### src/rtl/tile_game_pkg.sv
// ---------------------------------------------------------------------------
// tile_game_pkg
// Shared definitions for the tile-matching game round logic:
//   - PS2 set-2 scan codes used by the round controller
//   - round state encoding (also exported on tile_round_ctrl.dbg_state)
//   - default board geometry
// No ports (package).
// ---------------------------------------------------------------------------
package tile_game_pkg;

   // PS2 set-2 make codes
   localparam logic [7:0] KEY_W     = 8'h1D;
   localparam logic [7:0] KEY_A     = 8'h1C;
   localparam logic [7:0] KEY_S     = 8'h1B;
   localparam logic [7:0] KEY_D     = 8'h23;
   localparam logic [7:0] KEY_ENTER = 8'h5A;
   localparam logic [7:0] KEY_BREAK = 8'hF0;

   // Default board geometry (both must be powers of 2, at least 2)
   localparam int DEFAULT_GRID_W = 4;
   localparam int DEFAULT_GRID_H = 4;

   typedef enum logic [2:0] {
      ST_IDLE    = 3'd0,
      ST_PICK1   = 3'd1,
      ST_RD1     = 3'd2,
      ST_PICK2   = 3'd3,
      ST_RD2     = 3'd4,
      ST_SHOW    = 3'd5,
      ST_RESOLVE = 3'd6,
      ST_DONE    = 3'd7
   } round_state_e;

endpackage

### src/rtl/ps2_make_filter.sv
// ---------------------------------------------------------------------------
// ps2_make_filter
// Strips PS2 break sequences (F0 xx) and decodes the make codes the round
// controller cares about into one-hot single-cycle pulses.
//
// Ports:
//   clk, rst         clock, synchronous active-high reset (clears break flag)
//   key_data[7:0]    scan-code byte, valid when key_pressed is high
//   key_pressed      one-cycle strobe
//   key_up/down/left/right/select
//                    combinational pulses, high on the strobe cycle of a
//                    matching make code that is not part of a break sequence
// ---------------------------------------------------------------------------
module ps2_make_filter
   import tile_game_pkg::*;
(
   input  logic       clk,
   input  logic       rst,
   input  logic [7:0] key_data,
   input  logic       key_pressed,
   output logic       key_up,
   output logic       key_down,
   output logic       key_left,
   output logic       key_right,
   output logic       key_select
);

   logic brk_q;
   logic brk_d;
   logic make_valid;

   // A strobed byte after F0 is the released key: swallow it and clear.
   always_comb begin
      brk_d = brk_q;
      if (key_pressed) begin
         if (brk_q) brk_d = 1'b0;
         else       brk_d = (key_data == KEY_BREAK);
      end
   end

   assign make_valid = key_pressed && !brk_q && (key_data != KEY_BREAK);

   assign key_up     = make_valid && (key_data == KEY_W);
   assign key_down   = make_valid && (key_data == KEY_S);
   assign key_left   = make_valid && (key_data == KEY_A);
   assign key_right  = make_valid && (key_data == KEY_D);
   assign key_select = make_valid && (key_data == KEY_ENTER);

   always_ff @(posedge clk) begin
      if (rst) brk_q <= 1'b0;
      else     brk_q <= brk_d;
   end

endmodule

### src/rtl/tile_round_ctrl.sv
// ---------------------------------------------------------------------------
// tile_round_ctrl
// Sequences one round of the tile-matching game: cursor movement from PS2
// keys, two tile selections per move, ROM lookup, a face-up display window,
// match resolution, move/pair counting and end-of-game detection.
//
// Optional feature: define MOVE_LIMIT_EN to end the round (win=0) once
// MAX_MOVES moves have been made without completing the board.
//
// Ports:
//   CLOCK_50          system clock
//   userquit          synchronous active-high reset, dominates all inputs
//   ingameOn          round enable; low forces IDLE (outputs hold)
//   ps2_key_data[7:0] scan-code byte, ps2_key_pressed one-cycle strobe
//   tile_addr         board ROM address; tile_value valid one cycle later
//   tile_value[3:0]   board ROM data
//   cursor_pos        cursor index row*GRID_W+col
//   revealed_mask     face-up tiles (matched or currently selected)
//   matched_mask      tiles already paired
//   move_count[7:0]   completed moves, saturating at 255
//   pairs_found       matched pair count
//   board_dirty       one-cycle pulse when cursor or masks change
//   gameOver, win     levels, high in DONE (win only when board complete)
//   dbg_state[2:0]    current round state (round_state_e encoding)
//
// Handshake: there is no back-pressure. A key is consumed on the single
// cycle ps2_key_pressed is high; keys arriving in states that do not accept
// them are dropped. The ROM is a fixed one-cycle-latency read.
// ---------------------------------------------------------------------------
module tile_round_ctrl
   import tile_game_pkg::*;
#(
   parameter  int GRID_W      = DEFAULT_GRID_W,
   parameter  int GRID_H      = DEFAULT_GRID_H,
   parameter  int SHOW_CYCLES = 50_000_000,
   parameter  int MAX_MOVES   = 32,
   localparam int N           = GRID_W * GRID_H,
   localparam int AW          = $clog2(N)
)(
   input  logic          CLOCK_50,
   input  logic          userquit,
   input  logic          ingameOn,
   input  logic [7:0]    ps2_key_data,
   input  logic          ps2_key_pressed,
   output logic [AW-1:0] tile_addr,
   input  logic [3:0]    tile_value,
   output logic [AW-1:0] cursor_pos,
   output logic [N-1:0]  revealed_mask,
   output logic [N-1:0]  matched_mask,
   output logic [7:0]    move_count,
   output logic [AW-1:0] pairs_found,
   output logic          board_dirty,
   output logic          gameOver,
   output logic          win,
   output logic [2:0]    dbg_state
);

   localparam int CW    = $clog2(GRID_W);
   localparam int CNT_W = (SHOW_CYCLES > 1) ? $clog2(SHOW_CYCLES) : 1;

`ifdef MOVE_LIMIT_EN
   localparam bit LIMIT_EN = 1'b1;
`else
   localparam bit LIMIT_EN = 1'b0;
`endif

   // ---------------- key decode ----------------
   logic key_up, key_down, key_left, key_right, key_select;

   ps2_make_filter u_filter (
      .clk         (CLOCK_50),
      .rst         (userquit),
      .key_data    (ps2_key_data),
      .key_pressed (ps2_key_pressed),
      .key_up      (key_up),
      .key_down    (key_down),
      .key_left    (key_left),
      .key_right   (key_right),
      .key_select  (key_select)
   );

   // ---------------- state ----------------
   round_state_e     state_q, state_d;
   logic [AW-1:0]    cursor_q, cursor_d;
   logic [AW-1:0]    tile_addr_q, tile_addr_d;
   logic [AW-1:0]    sel1_q, sel1_d;
   logic [AW-1:0]    sel2_q, sel2_d;
   logic [3:0]       val1_q, val1_d;
   logic [3:0]       val2_q, val2_d;
   logic [N-1:0]     revealed_q, revealed_d;
   logic [N-1:0]     matched_q, matched_d;
   logic [7:0]       move_count_q, move_count_d;
   logic [AW-1:0]    pairs_q, pairs_d;
   logic             board_dirty_q, board_dirty_d;
   logic             game_over_q, game_over_d;
   logic             win_q, win_d;
   logic [CNT_W-1:0] show_cnt_q, show_cnt_d;

   // ---------------- cursor arithmetic ----------------
   // Row and column are separate bit fields, so wrapping within a row or
   // column is plain modular add/subtract on that field.
   logic [CW-1:0]    col, col_n;
   logic [AW-CW-1:0] row, row_n;
   logic             move_key;
   logic             limit_hit;

   assign col      = cursor_q[CW-1:0];
   assign row      = cursor_q[AW-1:CW];
   assign move_key = key_up | key_down | key_left | key_right;

   always_comb begin
      col_n = col;
      row_n = row;
      if (key_left)  col_n = col - CW'(1);
      if (key_right) col_n = col + CW'(1);
      if (key_up)    row_n = row - (AW-CW)'(1);
      if (key_down)  row_n = row + (AW-CW)'(1);
   end

   assign limit_hit = LIMIT_EN && ((int'(move_count_q) + 1) == MAX_MOVES);

   // ---------------- next-state logic ----------------
   always_comb begin
      state_d       = state_q;
      cursor_d      = cursor_q;
      sel1_d        = sel1_q;
      sel2_d        = sel2_q;
      val1_d        = val1_q;
      val2_d        = val2_q;
      revealed_d    = revealed_q;
      matched_d     = matched_q;
      move_count_d  = move_count_q;
      pairs_d       = pairs_q;
      board_dirty_d = 1'b0;
      game_over_d   = game_over_q;
      win_d         = win_q;
      show_cnt_d    = show_cnt_q;

      if (state_q != ST_IDLE && !ingameOn) begin
         // Abort: everything visible holds except the end-of-game flags.
         state_d     = ST_IDLE;
         game_over_d = 1'b0;
         win_d       = 1'b0;
      end else begin
         case (state_q)
            ST_IDLE: begin
               if (ingameOn) begin
                  state_d      = ST_PICK1;
                  cursor_d     = '0;
                  revealed_d   = '0;
                  matched_d    = '0;
                  move_count_d = '0;
                  pairs_d      = '0;
                  game_over_d  = 1'b0;
                  win_d        = 1'b0;
               end
            end

            ST_PICK1, ST_PICK2: begin
               if (move_key) begin
                  cursor_d      = {row_n, col_n};
                  board_dirty_d = 1'b1;
               end else if (key_select && !matched_q[cursor_q]) begin
                  if (state_q == ST_PICK1) begin
                     sel1_d  = cursor_q;
                     state_d = ST_RD1;
                  end else if (cursor_q != sel1_q) begin
                     sel2_d  = cursor_q;
                     state_d = ST_RD2;
                  end
               end
            end

            ST_RD1: begin
               val1_d             = tile_value;
               revealed_d[sel1_q] = 1'b1;
               board_dirty_d      = 1'b1;
               state_d            = ST_PICK2;
            end

            ST_RD2: begin
               val2_d             = tile_value;
               revealed_d[sel2_q] = 1'b1;
               board_dirty_d      = 1'b1;
               show_cnt_d         = CNT_W'(SHOW_CYCLES - 1);
               state_d            = ST_SHOW;
            end

            ST_SHOW: begin
               if (show_cnt_q == '0) state_d = ST_RESOLVE;
               else                  show_cnt_d = show_cnt_q - CNT_W'(1);
            end

            ST_RESOLVE: begin
               move_count_d  = (move_count_q == 8'hFF) ? 8'hFF : move_count_q + 8'd1;
               board_dirty_d = 1'b1;
               state_d       = ST_PICK1;
               if (val1_q == val2_q) begin
                  matched_d[sel1_q] = 1'b1;
                  matched_d[sel2_q] = 1'b1;
                  pairs_d           = pairs_q + AW'(1);
               end else begin
                  revealed_d[sel1_q] = 1'b0;
                  revealed_d[sel2_q] = 1'b0;
               end
               // Board completion outranks the move limit on the same move.
               if (val1_q == val2_q && pairs_q == AW'(N/2 - 1)) begin
                  state_d     = ST_DONE;
                  game_over_d = 1'b1;
                  win_d       = 1'b1;
               end else if (limit_hit) begin
                  state_d     = ST_DONE;
                  game_over_d = 1'b1;
                  win_d       = 1'b0;
               end
            end

            ST_DONE: begin
            end

            default: state_d = ST_IDLE;
         endcase
      end

      // The ROM address follows the cursor so the selected tile's data is
      // already on tile_value in the RD cycle after Enter.
      tile_addr_d = cursor_d;
   end

   // ---------------- registers ----------------
   always_ff @(posedge CLOCK_50) begin
      if (userquit) begin
         state_q       <= ST_IDLE;
         cursor_q      <= '0;
         tile_addr_q   <= '0;
         sel1_q        <= '0;
         sel2_q        <= '0;
         val1_q        <= '0;
         val2_q        <= '0;
         revealed_q    <= '0;
         matched_q     <= '0;
         move_count_q  <= '0;
         pairs_q       <= '0;
         board_dirty_q <= 1'b0;
         game_over_q   <= 1'b0;
         win_q         <= 1'b0;
         show_cnt_q    <= '0;
      end else begin
         state_q       <= state_d;
         cursor_q      <= cursor_d;
         tile_addr_q   <= tile_addr_d;
         sel1_q        <= sel1_d;
         sel2_q        <= sel2_d;
         val1_q        <= val1_d;
         val2_q        <= val2_d;
         revealed_q    <= revealed_d;
         matched_q     <= matched_d;
         move_count_q  <= move_count_d;
         pairs_q       <= pairs_d;
         board_dirty_q <= board_dirty_d;
         game_over_q   <= game_over_d;
         win_q         <= win_d;
         show_cnt_q    <= show_cnt_d;
      end
   end

   assign tile_addr     = tile_addr_q;
   assign cursor_pos    = cursor_q;
   assign revealed_mask = revealed_q;
   assign matched_mask  = matched_q;
   assign move_count    = move_count_q;
   assign pairs_found   = pairs_q;
   assign board_dirty   = board_dirty_q;
   assign gameOver      = game_over_q;
   assign win           = win_q;
   assign dbg_state     = state_q;

endmodule

### config.mk
export PLATFORM = sky130hd
export DESIGN_NAME = tile_round_ctrl
export DESIGN_NICKNAME = d
export VERILOG_FILES = /design/src/rtl/tile_game_pkg.sv /design/src/rtl/ps2_make_filter.sv /design/src/rtl/tile_round_ctrl.sv
export SDC_FILE = /design/constraint.sdc
export NUM_CORES = 1
export LEC_CHECK = 0
export ABC_CLOCK_PERIOD_IN_PS = 6500
export BUFFER_PORTS_ARGS = -buffer_cell sky130_fd_sc_hd__buf_2
export CORE_MARGIN = 2
export CORE_UTILIZATION = 55
export CTS_CLUSTER_DIAMETER = 200
export CTS_CLUSTER_SIZE = 8
export DETAILED_ROUTE_END_ITERATION = 8
export GPL_ROUTABILITY_DRIVEN = 1
export GPL_TIMING_DRIVEN = 0
export PLACE_DENSITY = 0.84
export SYNTH_ARGS = -nofsm -noshare
export SYNTH_HDL_FRONTEND = slang
export SYNTH_SLANG_ARGS = --single-unit
### constraint.sdc
create_clock -name CLOCK_50 -period 6.5 [get_ports CLOCK_50]
set_input_delay 0.65 -clock CLOCK_50 [delete_from_list [all_inputs] [get_ports CLOCK_50]]
set_output_delay 0.65 -clock CLOCK_50 [all_outputs]
set_load 0.02 [all_outputs]
; ---- Word level (Yosys, flattened, before mapping)
; Index checks and enable logic that the tools add are counted.
[op_classes]
eq_ne = 29
bitwise_logic = 14
add_sub_neg = 7
n_reduce_logical = 38
n_lt_le_gt_ge = 5
n_mux = 39
[ops]
columns = op, count
row1 = OR 16 bit, 4
row2 = case mux 16 bit (4 select lines), 1
row3 = case mux 26 bit (2 select lines), 1
row4 = two-way mux 16 bit, 3
row5 = AND 16 bit, 2
row6 = NOT 16 bit, 2
row7 = case mux 16 bit (2 select lines), 1
row8 = logical NOT 26 bit, 1
row9 = two-way mux 26 bit, 1
row10 = "subtractor 26 x 1 -> 26 bit, second input constant", 1
row11 = "equality test 8 x 5 -> 1 bit, second input constant", 3
row12 = two-way mux 3 bit, 7
row13 = "inequality test 2 bit, second input constant", 9
row14 = case mux 3 bit (6 select lines), 1
row15 = "equality test 8 bit, second input constant", 2
row16 = two-way mux 8 bit, 2
row17 = case mux 4 bit (2 select lines), 2
row18 = case mux 8 bit (2 select lines), 1
row19 = "less-than comparator 4 x 5 -> 1 bit, second input constant", 3
row20 = AND reduction 5 bit, 3
row21 = logical AND 1 bit, 12
row22 = two-way mux 4 bit, 3
row23 = AND reduction 6 bit, 2
row24 = "equality test 3 bit, second input constant", 3
row25 = 32 further kinds, 62
[totals]
output_inout_bits = 58
input_bits = 16
word_cells = 147
register_bits = 96

; ---- Depth between registers and ports, before layout
; Gate-level depths: netlist of the first run.
[depth]
word_depth = 9
depth_mapped = 9
mapped_depth_nobuf = 7

; ---- Cells and area by module
; A second synthesis of the first run with hierarchy kept.
[hier_totals]
hier_cells = 662
area_unflattened_um2 = 5415.2
[by_module_without_submodules]
columns = module, area_per_inst_um2, n_inst, seq_area_each_um2, cells_each
row1 = tile_round_ctrl, 5275.1, 1, 1901.8, 644
row2 = ps2_make_filter, 140.1, 1, 20.0, 18

; ---- Worst setup path before layout of the first run
; No wires, ideal clock.
[synth_path]
path_kind = register -> register
startpoint = reg, netlist name tile_addr[0]
endpoint = reg state_q[1] (netlist: dbg_state[1])
setup_ns = 0.116
arrival_ns = 2.400
stages_incl_launch_ff = 7
required_ns = 6.384
slack_ns = 3.983
synth_period_minus_slack_ns = 2.517
n_path_buf = 1
cell_sequence = dfxtp_1 -> buf_6 -> mux4_2 -> mux4_2 -> or2_1 -> a32o_1 -> a31o_2
[synth_rtl]
columns = element, line_no
row1 = "end signal, assigned", tile_round_ctrl.sv:249  ; state_q <= state_d;
row2 = "end, declared", tile_round_ctrl.sv:83  ; round_state_e state_q, state_d;

==> reports/metrics.cfg, run 1 <==
[clocking]
clock_path_buffers = 2
cts_made_buffers = 9
cts_tree = yes
postCtsResizedCells = 0
cts-htree-levels = 3
clock_latency_ns = 0.37
cts_hold_buffers = 0
postCtsSetupRepairBufs = 0
cts_sinks = 96
clkSlewWorstSetupHoldPaths_ns = 0.09
cts-root-buf = clkbuf_8

[critical_path]
r2r-start = tile_addr[0]$_SDFFE_PP0P_
crit_slowest_cell = mux4_2
crit_top_cell = mux4_2
startpoint = tile_addr[0]$_SDFFE_PP0P_
cpPeakStageDelay_ns = 0.59
worstPathCellList = buf_6, mux4_2, mux4_2, nor4_4, mux2i_1, nor2_1
end_kind = flop
crit_type = reg -> reg
required_ns = 6.75
start_kind = flop
cp_data_arrival_time_ns = 2.89
critPathMaxFanout = 10

[detailed_routing]
num_vias = 5553
ant_nets = 0
drt-wirelength-per-cell_um = 17.6
dr.pass1.iters = 6
drc = 0
drt_iter0_drc = 559
via_per_inst = 6.25
routed_wirelength_um = 15700

[power]
power_density_nw_per_um2 = 180
peakVddDrop_v = 0.0000809
leakage_nw = 2.23
finalPower_mw = 1.11

[synth]
synth_cells = 670
syn_nets = 690
ys.flop_type = dfxtp_1
synth_cell_types = 62
synth_seq_area_share_pct = 35.5
syn_area_um2 = 5420
ys_async_sr_fraction_pct = 0
yosys_warnings = 0
avgSynthCellArea_um2 = 8.09
synth.most_common_cell = dfxtp_1
synth_edf_count = 0
synth_top_area_cell = dfxtp_1
synth_seq_cells = 96
yosys-top-cells-area = dfxtp_1 (35%), o21ai_0 (4.9%), a21oi_1 (4.6%)
synthTopCellsByCount = dfxtp_1 (96), nor2_1 (60), o21ai_0 (53), a21oi_1 (50), clkbuf_1 (49)
synth.top_cell.area_share_pct = 35.5

[place]
portBuffers = 71
pre_cts_ws_ns = 3.67
dp_hpwl_um = 11500
routabilityCongestion = 0.971

[timing]
finClkSkew_ns = 0.00625
timing.hold.ws_ns = 0.478
min_period_over_period_pct = 40.6
fmax_ghz = 0.379
slew_headroom_pct = 49.5
period_minus_slack_ns = 2.64
slew_violations = 0
rsz0062_at_grt = false
final_hold_viol_count = 0
worstMarginPinSlew_ns = 0.749
fin_ws_ns = 3.86
fin_tns_setup_ns = 0
finalSetupViolCount = 0

[global_routing]
grt_max_degree = 16
grt_pass1_vias = 4996
overflow = 0
grt_first_pass_wirelength_um = 24800
gr-usage-all-layers_pct = 29.5
antenna_found_initial = 0

[cells_and_area]
fillers = 845
drive_gt1_share_pct = 15.6
layout.nets = 772
area_growth_pct = 13.7
diodes = 0

[floorplanning]
fp.dieW_um = 103
coreArea_um2 = 9680
die_area_um2 = 10700
row_count = 36
initial_core_util_pct = 56.0
top_level_ports = 74
die_y_um = 103

[hold_path]
hold_path.class = reg -> reg
min_from = val2_q[3]$_SDFFE_PP0P_

[run]
maxCapViolations = 0

[outcome]
status = complete, no violations

-- worst paths after layout --
| kind | slack [ns] | depth (start not counted) | endpoint |
|---|---|---|---|
| worst max-delay path | 3.86 | 6 | sel2_q[0]$_SDFFE_PP0P_ |
| worst min-delay path | 0.48 | 2 | val2_q[3]$_SDFFE_PP0P_ |
| worst min register to register | 0.48 | 2 | val2_q[3]$_SDFFE_PP0P_ |
| worst max register to register | 3.86 | 6 | sel2_q[0]$_SDFFE_PP0P_ |
-- layout by cell type (no fill, tap or decap), drive strengths merged, types with 5 or more instances in the layout --
| cell type | instances |
|---|---|
| nand4 | 23 |
| mux4 | 5 |
| nor2 | 60 |
| a311oi | 7 |
| buf | 85 |
| inv | 10 |
| dfxtp | 96 |
| and3 | 6 |
| or4 | 8 |
| nand2b | 12 |
| nand3 | 11 |
| o21ba | 7 |
| nor2b | 11 |
| or3 | 15 |
| a211oi | 22 |
| a21oi | 50 |
| mux2i | 15 |
| a31oi | 24 |
| o31ai | 12 |
| xnor2 | 8 |
| xor2 | 17 |
| nand2 | 40 |
| o21ai | 53 |
| nor3 | 20 |
| clkbuf | 59 |
| nor4 | 10 |
| o21a | 10 |
-- kinds of logic (layout without fill, tap and decap cells) --
kind of cell	count (synthesis)	count (layout)	synth area share, %
xor+xnor	25	25	4.04
simple gates	244	244	24.5
fa+ha+maj	4	4	0.923
mux	21	21	5.12
buf+inv	73	159	5.56
flops	96	96	35.5
compound gates	207	207	24.4
-- state kept, by name (all words and copies together) (netlist names) --
register	cells
win	1
sel1_q	4
val1_q	4
show_cnt_q	26
dbg_state	3
board_dirty	1
tile_addr	4
matched_mask	16
pairs_found	4
sel2_q	4
move_count	8
val2_q	4
revealed_mask	16
u_filter.brk_q	1
-- where the power goes --
group	total, mW	switching [mW]	internal (mW)
clock	0.439	0.214	0.225
combinational	0.0794	0.0569	0.0225
sequential	0.592	0.00167	0.590
total	1.11	0.272	0.838
-- critical path: cells and delay by family, from the launching register on --
family                 cells  cell delay [ns]
buffers and inverters      1             0.19
DFF                        1             0.42
muxes                      3             1.37
and+or+nand+nor            2             0.55
-- through the flow --
step           area, µm²  cells  utilization, %
6_report            6160    889            63.6
5_1_grt             6160    889            63.6
4_1_cts             6160    889            63.6
3_5_place_dp        5940    874            61.4
3_3_place_gp        5940    874            61.4
2_1_floorplan       5420    670               -
-- routing by layer --
metal,up-vias,wire length (µm),GRT usage [%]
li1,2643,-,-
met5,-,0,0
met3,22,1180,4.10
met2,250,6950,44.8
met1,2638,7250,43.6
met4,0,277,9.51
-- layout make-up --
| type | instances | area [µm²] | share of cell area (%) |
|---|---|---|---|
| plain buffers | 63 | 264 | 4.29 |
| clock buffers | 10 | 138 | 2.23 |
| clock inverters | 5 | 81.3 | 1.32 |
| inverters | 10 | 37.5 | 0.609 |
| multi-input cells | 501 | 3200 | 51.9 |
| flip-flops and latches | 96 | 1920 | 31.2 |
| well taps | 133 | 166 | 2.70 |
| repair buffers | 71 | 355 | 5.77 |
No activity file was read; power rests on OpenSTA's default activity.
==> run 2, diff against run 1 <==
ABC_CLOCK_PERIOD_IN_PS = 2700   (was 6500)
clock period = 2.7 ns   (was 6.5 ns; I/O delays follow)
==> run 2 against run 1 <==
Against the previous run: fmax rose by 2.3%; wire length barely moved; register-to-register slack got worse by 3.7 ns; global-route usage did not move; first-iteration DRC count fell by 2.1%; highest routed layer unchanged; critical path depth did not move.
==> reports/metrics.cfg, run 2 (synthesis results as in run 1) <==
[critical_path]
path_buf_inv = 1
crit_type = reg -> reg
cp_data_arrival_time_ns = 2.83
critPathMaxFanout = 10
end_kind = flop
crit_top_cell = mux4_2
cpPeakStageDelay_ns = 0.59
worstPathCellList = buf_6, mux4_2, mux4_2, nor4_4, mux2i_1, nor2_1
crit_slowest_cell = mux4_2
required_ns = 2.95
path_delay_family = multiplexers
start_kind = flop

[timing]
fmax_ghz = 0.387
min_period_over_period_pct = 95.7
worstMarginPinSlew_ns = 0.764
finalSetupViolCount = 0
fin_tns_setup_ns = 0
rsz0062_at_grt = false
timing.hold.ws_ns = 0.146
slew_headroom_pct = 48.5
slew_violations = 0
finClkSkew_ns = 0.00749
final_hold_viol_count = 0
period_minus_slack_ns = 2.58

[place]
routabilityCongestion = 0.971
dp_hpwl_um = 11500
portBuffers = 71
dp.cells = 874

[detailed_routing]
drc = 0
routed_wirelength_um = 15700
drt-wirelength-per-cell_um = 17.6
ant_nets = 0
drt_iter0_drc = 547
dr.pass1.iters = 6
num_vias = 5600
via_per_inst = 6.30

[clocking]
cts-root-buf = clkbuf_8
cts-htree-levels = 3
cts_tree = yes
cts_sinks = 96
clock_latency_ns = 0.37
clkSlewWorstSetupHoldPaths_ns = 0.09
cts_hold_buffers = 0
clock_path_buffers = 2
cts_made_buffers = 9

[cells_and_area]
layout.core_utilization_pct = 63.6
diodes = 0
layout_commonest_cell = dfxtp_1
largest-register = show_cnt_q
largest_register_ffs = 26
drive_gt1_share_pct = 15.7
final_cell_mix = dfxtp_1 (96), buf_2 (72), nor2_1 (60)
area_growth_pct = 13.7
instances_no_fill = 889
layout.nets = 772

[global_routing]
grt_first_pass_wirelength_um = 24800
overflow = 0
gr-usage-all-layers_pct = 29.5
grt_max_degree = 16
antenna_found_initial = 0
grt_pass1_vias = 4996

[run]
maxCapViolations = 0

[floorplanning]
row_count = 36
initial_core_util_pct = 56.0
coreArea_um2 = 9680
die_y_um = 103
die_area_um2 = 10700
fp.dieW_um = 103
top_level_ports = 74

[outcome]
status = complete, no violations

[hold_path]
hold_path.class = in -> reg

[power]
leakage_nw = 2.24
peakVddDrop_v = 0.000194
power_density_nw_per_um2 = 433
finalPower_mw = 2.67

run 2: changes by cell type in the layout (fill, tap and decap cells not counted):
cell      before  now
clkbuf_1      49   48
clkbuf_2       0    1
run 2: layout make-up:
class / instances / area, µm²
multi-input combinational: 501 / 3200
clock inverter: 5 / 81.3
fill: 845 / 3520
sequential: 96 / 1920
tap: 133 / 166
timing repair buffer: 71 / 355
clock buffer: 10 / 138
buffer: 63 / 265
inverter: 10 / 37.5
run 2: report_power, final:
| part | internal, mW | switching (mW) |
|---|---|---|
| Combinational | 0.0542 | 0.137 |
| Sequential | 1.42 | 0.00405 |
| Clock | 0.542 | 0.513 |
run 2: repair_timing:
item,CTS,global route
buffers inserted,0,0
gates resized for setup,0,2
endpoints found under the setup margin,0,7
run 2: through the flow:
stage / setup slack, ns / instance area [µm²]
after floorplan: 0.183 / 5420
after global placement: 0.132 / 5940
after detailed placement: 0.0962 / 5940
after CTS: 0.0753 / 6160
after global routing: 0.00597 / 6160
final: 0.117 / 6160
run 2: layer usage:
metal  global-route usage, %  vias to the layer above  wire length, µm
li1                        -                     2648                -
met2                    44.8                      259             6970
met3                    4.10                       28             1270
met4                    9.51                        0              296
met5                       0                        -                0
met1                    43.6                     2665             7120
run 2: worst min-delay path: cells and delay by family:
| family | cells | cell delay [ns] |
|---|---|---|
| AO/OA/AOI/OAI | 1 | 0.05 |
| buffers and inverters | 1 | 0.10 |
| AND/OR/NAND/NOR | 1 | 0.05 |
run 2: worst paths after layout:
kind	start	endpoint	slack, ns	depth (start not counted)
hold reg to reg	val2_q[2]$_SDFFE_PP0P_	val2_q[2]$_SDFFE_PP0P_	0.48	2
hold / removal	tile_value[3]	val2_q[3]$_SDFFE_PP0P_	0.15	3
setup reg to reg	tile_addr[0]$_SDFFE_PP0P_	sel2_q[0]$_SDFFE_PP0P_	0.12	6
setup / recovery	tile_addr[0]$_SDFFE_PP0P_	sel2_q[0]$_SDFFE_PP0P_	0.12	6
